### src/rtl/seg_scan.sv
// seg_scan: time-multiplexed seven-segment display driver.
//
// Scans NR_DIGIT digits one at a time onto a shared segment bus. Each digit
// is held for CNT_MAX+1 cycles. The first cycle of every dwell is a dark
// dead-time cycle that suppresses ghosting. New digit contents are captured
// into a pending buffer by load. They reach the displayed shadow copy only
// at the frame wrap, so a frame never shows a mix of old and new contents.
//
// Ports:
//   clk        system clock, all state updates on posedge
//   rst        synchronous active-high reset
//   data       packed hex nibbles, digit n = data[4n+3:4n]
//   blank      per-digit blank flags (1 = dark)
//   dp         per-digit decimal point flags (1 = lit)
//   load       capture request for data/blank/dp
//   seg        {dp,g,f,e,d,c,b,a}, inverted when ACTIVE_LOW != 0
//   an         digit enables, one-hot when lit, inverted when ACTIVE_LOW != 0
//   frame_done one-cycle pulse after the scan wraps from the last digit to 0
module seg_scan #(
    parameter int NR_DIGIT   = 8,
    parameter int CNT_MAX    = 4,
    parameter int ACTIVE_LOW = 1
) (
    input  logic                    clk,
    input  logic                    rst,
    input  logic [4*NR_DIGIT-1:0]   data,
    input  logic [NR_DIGIT-1:0]     blank,
    input  logic [NR_DIGIT-1:0]     dp,
    input  logic                    load,
    output logic [7:0]              seg,
    output logic [NR_DIGIT-1:0]     an,
    output logic                    frame_done
);

    localparam int IW = $clog2(NR_DIGIT);
    localparam int CW = $clog2(CNT_MAX + 1);
    localparam logic [CW-1:0] CNT_TOP = CW'(CNT_MAX);
    localparam logic [IW-1:0] IDX_TOP = IW'(NR_DIGIT - 1);
    localparam logic          POL     = (ACTIVE_LOW != 0);

    // Active-high {g,f,e,d,c,b,a} glyphs for 0-9, A, b, C, d, E, F.
    function automatic logic [6:0] hex_font(input logic [3:0] nib);
        logic [6:0] g;
        case (nib)
            4'h0:    g = 7'h3F;
            4'h1:    g = 7'h06;
            4'h2:    g = 7'h5B;
            4'h3:    g = 7'h4F;
            4'h4:    g = 7'h66;
            4'h5:    g = 7'h6D;
            4'h6:    g = 7'h7D;
            4'h7:    g = 7'h07;
            4'h8:    g = 7'h7F;
            4'h9:    g = 7'h6F;
            4'hA:    g = 7'h77;
            4'hB:    g = 7'h7C;
            4'hC:    g = 7'h39;
            4'hD:    g = 7'h5E;
            4'hE:    g = 7'h79;
            default: g = 7'h71;
        endcase
        return g;
    endfunction

    logic [CW-1:0]           cnt;
    logic [IW-1:0]           idx;

    logic [4*NR_DIGIT-1:0]   p_data;
    logic [NR_DIGIT-1:0]     p_blank;
    logic [NR_DIGIT-1:0]     p_dp;
    logic                    pend_valid;

    logic [4*NR_DIGIT-1:0]   s_data;
    logic [NR_DIGIT-1:0]     s_blank;
    logic [NR_DIGIT-1:0]     s_dp;

    logic                    wrap;
    logic                    lit;
    logic [3:0]              nib;
    logic [7:0]              seg_raw;
    logic [NR_DIGIT-1:0]     an_raw;

    always_comb begin
        wrap    = (cnt == CNT_TOP) && (idx == IDX_TOP);
        nib     = s_data[{idx, 2'b00} +: 4];
        // cnt == 0 is the dead-time slot at the start of every dwell.
        lit     = (cnt != '0) && !s_blank[idx];
        seg_raw = 8'h00;
        an_raw  = '0;
        if (lit) begin
            seg_raw = {s_dp[idx], hex_font(nib)};
            an_raw  = {{(NR_DIGIT-1){1'b0}}, 1'b1} << idx;
        end
    end

    always_ff @(posedge clk) begin
        if (rst) begin
            cnt        <= '0;
            idx        <= '0;
            pend_valid <= 1'b0;
            p_data     <= '0;
            p_blank    <= '0;
            p_dp       <= '0;
            s_data     <= '0;
            s_blank    <= '1;
            s_dp       <= '0;
            seg        <= {8{POL}};
            an         <= {NR_DIGIT{POL}};
            frame_done <= 1'b0;
        end else begin
            // scan position
            if (cnt == CNT_TOP) begin
                cnt <= '0;
                idx <= (idx == IDX_TOP) ? '0 : idx + 1'b1;
            end else begin
                cnt <= cnt + 1'b1;
            end

            // pending capture; last load before the wrap wins
            if (load) begin
                p_data  <= data;
                p_blank <= blank;
                p_dp    <= dp;
            end

            // shadow update only at the frame wrap; a load on the wrap cycle
            // bypasses the pending buffer so it is shown in the very next frame
            if (wrap) begin
                pend_valid <= 1'b0;
                if (load) begin
                    s_data  <= data;
                    s_blank <= blank;
                    s_dp    <= dp;
                end else if (pend_valid) begin
                    s_data  <= p_data;
                    s_blank <= p_blank;
                    s_dp    <= p_dp;
                end
            end else if (load) begin
                pend_valid <= 1'b1;
            end

            // registered outputs, polarity applied after selection
            frame_done <= wrap;
            seg        <= seg_raw ^ {8{POL}};
            an         <= an_raw ^ {NR_DIGIT{POL}};
        end
    end

endmodule

### config.mk
export PLATFORM = sky130hd
export DESIGN_NAME = seg_scan
export DESIGN_NICKNAME = d
export VERILOG_FILES = /design/src/rtl/seg_scan.sv
export SDC_FILE = /design/constraint.sdc
export NUM_CORES = 1
export LEC_CHECK = 0
export BUFFER_PORTS_ARGS = -buffer_cell sky130_fd_sc_hd__buf_2
export CELL_PAD_IN_SITES_DETAIL_PLACEMENT = 1
export CELL_PAD_IN_SITES_GLOBAL_PLACEMENT = 2
export CORE_ASPECT_RATIO = 0.6
export CORE_UTILIZATION = 32
export DETAILED_ROUTE_END_ITERATION = 12
export GPL_ROUTABILITY_DRIVEN = 1
export PLACE_DENSITY_LB_ADDON = 0.08
export REMOVE_ABC_BUFFERS = 1
export SLEW_MARGIN = 20
export SYNTH_ARGS = -nofsm -noshare
export SYNTH_HDL_FRONTEND = slang
export SYNTH_SLANG_ARGS = --single-unit
### constraint.sdc
create_clock -name clk -period 2.5 [get_ports clk]
set_input_delay 0.125 -clock clk [delete_from_list [all_inputs] [get_ports clk]]
set_output_delay 0.125 -clock clk [all_outputs]
set_load 0.01 [all_outputs]
# == Word-level counts from Yosys, hierarchy flattened ==
# Memories as Yosys holds them, arrays and structs flattened.
# Cells that the tools add are included.
# word_totals
mem_count,1
rom_bits,112
in_bits,51
reg_bits,120
output_inout_bits,17
word_cells,43
# memory_table
name,depth,width,read_ports,rd_clocked_by_memory_dff,wr,line,text
(name not given),16,7,1,0,0,44,case (nib)
# op_classes
n_bitwise,2
eq_ne,2
n_addsub,2
n_lt_le_gt_ge,1
shifts,2
reduce_logical,8
mux,13
# op_table
op,count
$mux W32,2
$mux W8,6
$shiftx A32 B6 Y4,1
$not A8 Y8,2
$shl A1 B3 Y8 const A,1
$add A3 B1 Y3 const B,2
$bmux W1 S3,2
$eq A3 B3 Y1 const B,2
$lt A3 B4 Y1 const B,1
$reduce_or A2 Y1,2
$mux W3,1
$reduce_bool A3 Y1,1
$logic_and A1 B1 Y1,2
$mux W1,2
$reduce_and A2 Y1,1
$reduce_bool A2 Y1,1
$logic_not A1 Y1,1

# == Depth between registers and ports, before layout ==
# depth
word_depth,6
depth_mapped,10
ltp_nobuf,9

# == Least setup slack after synthesis ==
# Ideal clock, no wire load.
# synth_path
kind,reg-to-reg
startpoint,register idx[0]
endpoint,register seg[3]
required_time_ps,2375
n_path_buf,2
setup_time_ps,125
t_arrival_ps,2225
path_slack_ps,150
stages_incl_launch_ff,11
synth_period_minus_slack_ps,2350
path_cell_list,dfxtp_1 > buf_6 > buf_4 > mux4_2 > mux2i_1 > inv_1 > ha_1 > inv_1 > nor3_1 > a211oi_1 > o21ai_0
# synth_between
elab_chain_len,6
elab_cells_between_ends,8
classes_between,1 x shift; 3 x mux; 1 x bitwise; 2 x reduce/logical; 1 x memory
# synth_lines
element,line,text
from (decl),66,logic [IW-1:0] idx;
from (signal assigned),114,idx <= (idx == IDX_TOP) ? '0 : idx + 1'b1;
branches (longest 4 deep; another with $mem_v2 Z16 W7),n/a,
$mux W8 *,90,if (lit) begin
$not A8 Y8 (no source line) *,n/a,
to (signal assigned),107,seg <= {8{POL}};
to (signal assigned),145,seg <= seg_raw ^ {8{POL}};
to (decl),30,"output logic [7:0] seg,"
# Mark *: on every way between the ends. The select of a mux whose other input is x is not followed.
# A chain may end at the register's enable or synchronous reset.

# == Final worst setup path ==
# Ends and elaborated chain as after synthesis.

==> results.sh <==
export IMPL_outcome="completed"
export IMPL_finalHoldViolations=0
export IMPL_cts_tree="done"
export IMPL_fp_coreArea_um2=14000
export IMPL_min_period_ps=2270
export IMPL_peakVddDrop_uv=344
export IMPL_postCtsSetupBuffers=0
export IMPL_final_nets=623
export IMPL_die_w_um=158
export IMPL_p_int_uw=3640
export IMPL_io_pins=68
export IMPL_synth_ff_type="dfxtp_1"
export IMPL_cts_buffers_inserted=17
export IMPL_powerDensity_nw_per_um2=752
export IMPL_cp_end_kind="register"
export IMPL_tightest_slew_ps=536
export IMPL_final_common_cell="dfxtp_1"
export IMPL_yosys_warnings=0
export IMPL_async_flop_share_pct=0
export IMPL_crit_path_start_kind="register"
export IMPL_die_y_um=95.8
export IMPL_total_power_uw=4640
export IMPL_die_area_um2=15200
export IMPL_synth_top_area_share_pct=51.2
export IMPL_synth_edf_count=0
export IMPL_clock_sinks=120
export IMPL_cp_data_arrival_time_ps=2540
export IMPL_io_buffers=67
export IMPL_fin_tns_setup_ps=0
export IMPL_required_ps=2780
export IMPL_wl_per_cell_um=14.5
export IMPL_syn_avg_cell_area_um2=10.2
export IMPL_htreeDepth=4
export IMPL_fin_crit_sh_pct=90.6
export IMPL_grt_pass1_wl_mm=18.6
export IMPL_syn_area_um2=4700
export IMPL_p_leak_uw=0.00247
export IMPL_vias=3583
export IMPL_initial_utilization_pct=33.5
export IMPL_layout_drive_gt1_share_pct=21.7
export IMPL_synth_cell_types=35
export IMPL_gr_usage_all_layers_pct=16.2
export IMPL_dp_hpwl_mm=7.75
export IMPL_grt_overflow=0
export IMPL_critPathKind="reg -> reg"
export IMPL_fmax_ghz=0.441
export IMPL_place_gp_congestion=0.791
export IMPL_p_sw_uw=1000
export IMPL_p_clk_share_pct=51.2
export IMPL_clk_path_buf_depth=2
export IMPL_layout_common_cells="dfxtp_1, nor2_1, buf_2"
export IMPL_grt_pass1_vias=3748
export IMPL_clk_latency_ps=410
export IMPL_cp_max_fo=19
export IMPL_wirelength_mm=11.1
export IMPL_grt_antenna_before_repair=0
export IMPL_grt_max_degree=57
export IMPL_ys_seq_elements=120
export IMPL_area_growth_pct=31.4
export IMPL_pwr_share_seq_pct=42.7
export IMPL_grt_setup_unrepaired="false"
export IMPL_diodes=0
export IMPL_drt_first_pass_iters=4
export IMPL_hold_ws_ps=6.58
export IMPL_drc_errors=0
export IMPL_root_buffer="clkbuf_16"
export IMPL_drt_vias_per_instance=4.70
export IMPL_setup_violations=0
export IMPL_maxSlewViolCount=0
export IMPL_hold_path_class="in -> reg"
export IMPL_pwr_share_comb_pct=6.1
export IMPL_skew_ps=8.11
export IMPL_ys_seq_area_share_pct=51.2
export IMPL_std_cell_rows=33
export IMPL_relSlewSlack_pct=63.9
export IMPL_yosys_top_cells_area="dfxtp_1, mux2i_1, nor2_1"
export IMPL_cts_clk_slew_worst_paths_ps=50
export IMPL_syn_instance_count=461
export IMPL_maxCapViolCount=0
export IMPL_yosys_area_top_type="dfxtp_1"
export IMPL_postRouteAntennaNets=0
export IMPL_switching_share_pct=21.5
export IMPL_drtIter0Drc=104
[registers in the layout (all words and copies together), names as in the netlist]
name,cells
pend_valid,1
cnt,3
an,8
idx,3
s_dp,8
seg,8
frame_done,1
p_data,32
p_blank,8
p_dp,8
s_data,32
s_blank,8
[what timing repair did]
| action | 4_1_cts | 5_1_grt |
|---|---|---|
| hold endpoints to repair | 32 | 0 |
| endpoints found under the setup margin | 0 | 3 |
| hold buffers | 32 | 0 |
| gates resized for setup | 0 | 1 |
[kinds of logic (layout without fill, tap and decap cells)]
logic type      Yosys count  in the layout  share of synthesized area [%]
flops                   120            120                           51.2
simple gates            144            144                           12.6
compound gates           73             73                           12.0
buf+inv                  45            155                           3.97
fa+ha+maj                14             14                           3.73
mux                      65             65                           16.5
[metal layers]
| metal | track usage (%) | share of wire [%] | routed length, um | up-vias |
|---|---|---|---|---|
| met5 | 0 | 0 | 0 | - |
| met4 | 5.05 | 1.3 | 139 | 0 |
| met3 | 5.00 | 3.3 | 363 | 14 |
| met2 | 24.8 | 42 | 4650 | 53 |
| met1 | 21.7 | 54 | 5940 | 1697 |
| li1 | - | - | - | 1819 |
[worst paths after layout]
check	startpoint	to	slack (ps)	cells past startpoint
min	blank[2]	p_blank[2]	7	3
max	idx[0]	seg[3]	230	10
min reg2reg	s_blank[6]	s_blank[6]	460	1
max reg2reg	idx[0]	seg[3]	230	10
[power groups by stage]
stage	clock [uW]	combinational [uW]	sequential [uW]
floorplan	0	113	2030
global placement	0	241	2020
detailed placement	0	248	2020
CTS	2430	286	1980
global route	2530	317	1990
finish	2380	282	1980
[metrics by stage]
stage / setup WS (ps) / utilization [%] / area [um^2] / cells
2_1_floorplan: -1860 / - / 4550 / 427
3_3_place_gp: 268 / 37.7 / 5270 / 699
3_5_place_dp: 183 / 37.7 / 5270 / 699
4_1_cts: 144 / 44.1 / 6170 / 763
5_1_grt: 36.1 / 44.1 / 6170 / 763
6_report: 235 / 44.1 / 6170 / 763
[cell usage after synthesis (5+ instances only)]
| cell | number |
|---|---|
| nand3_1 | 5 |
| a211o_1 | 8 |
| ha_1 | 14 |
| nor2_1 | 105 |
| dfxtp_1 | 120 |
| nand2_1 | 15 |
| clkbuf_1 | 24 |
| a21oi_1 | 6 |
| buf_1 | 5 |
| nor3_1 | 7 |
| inv_1 | 10 |
| mux2i_1 | 54 |
| a211oi_1 | 44 |
| mux4_2 | 10 |
[critical path, cell delays in order (launching register included)]
cell	delay, ps
dfxtp_1	360
buf_12	200
mux4_2	510
nand2_1	70
and2_2	200
inv_1	110
ha_1	200
inv_1	90
nor3_1	70
a211oi_1	210
o21ai_0	120
[final cells by class]
cell class / count / area, um^2
fill: 1569 / 7830
sequential: 120 / 2400
multi-input combinational: 296 / 2120
timing repair buffer: 112 / 793
clock buffer: 24 / 482
tap: 192 / 240
clock inverter: 8 / 95.1
inverter: 11 / 41.3
(Power assumes the default switching activity.)
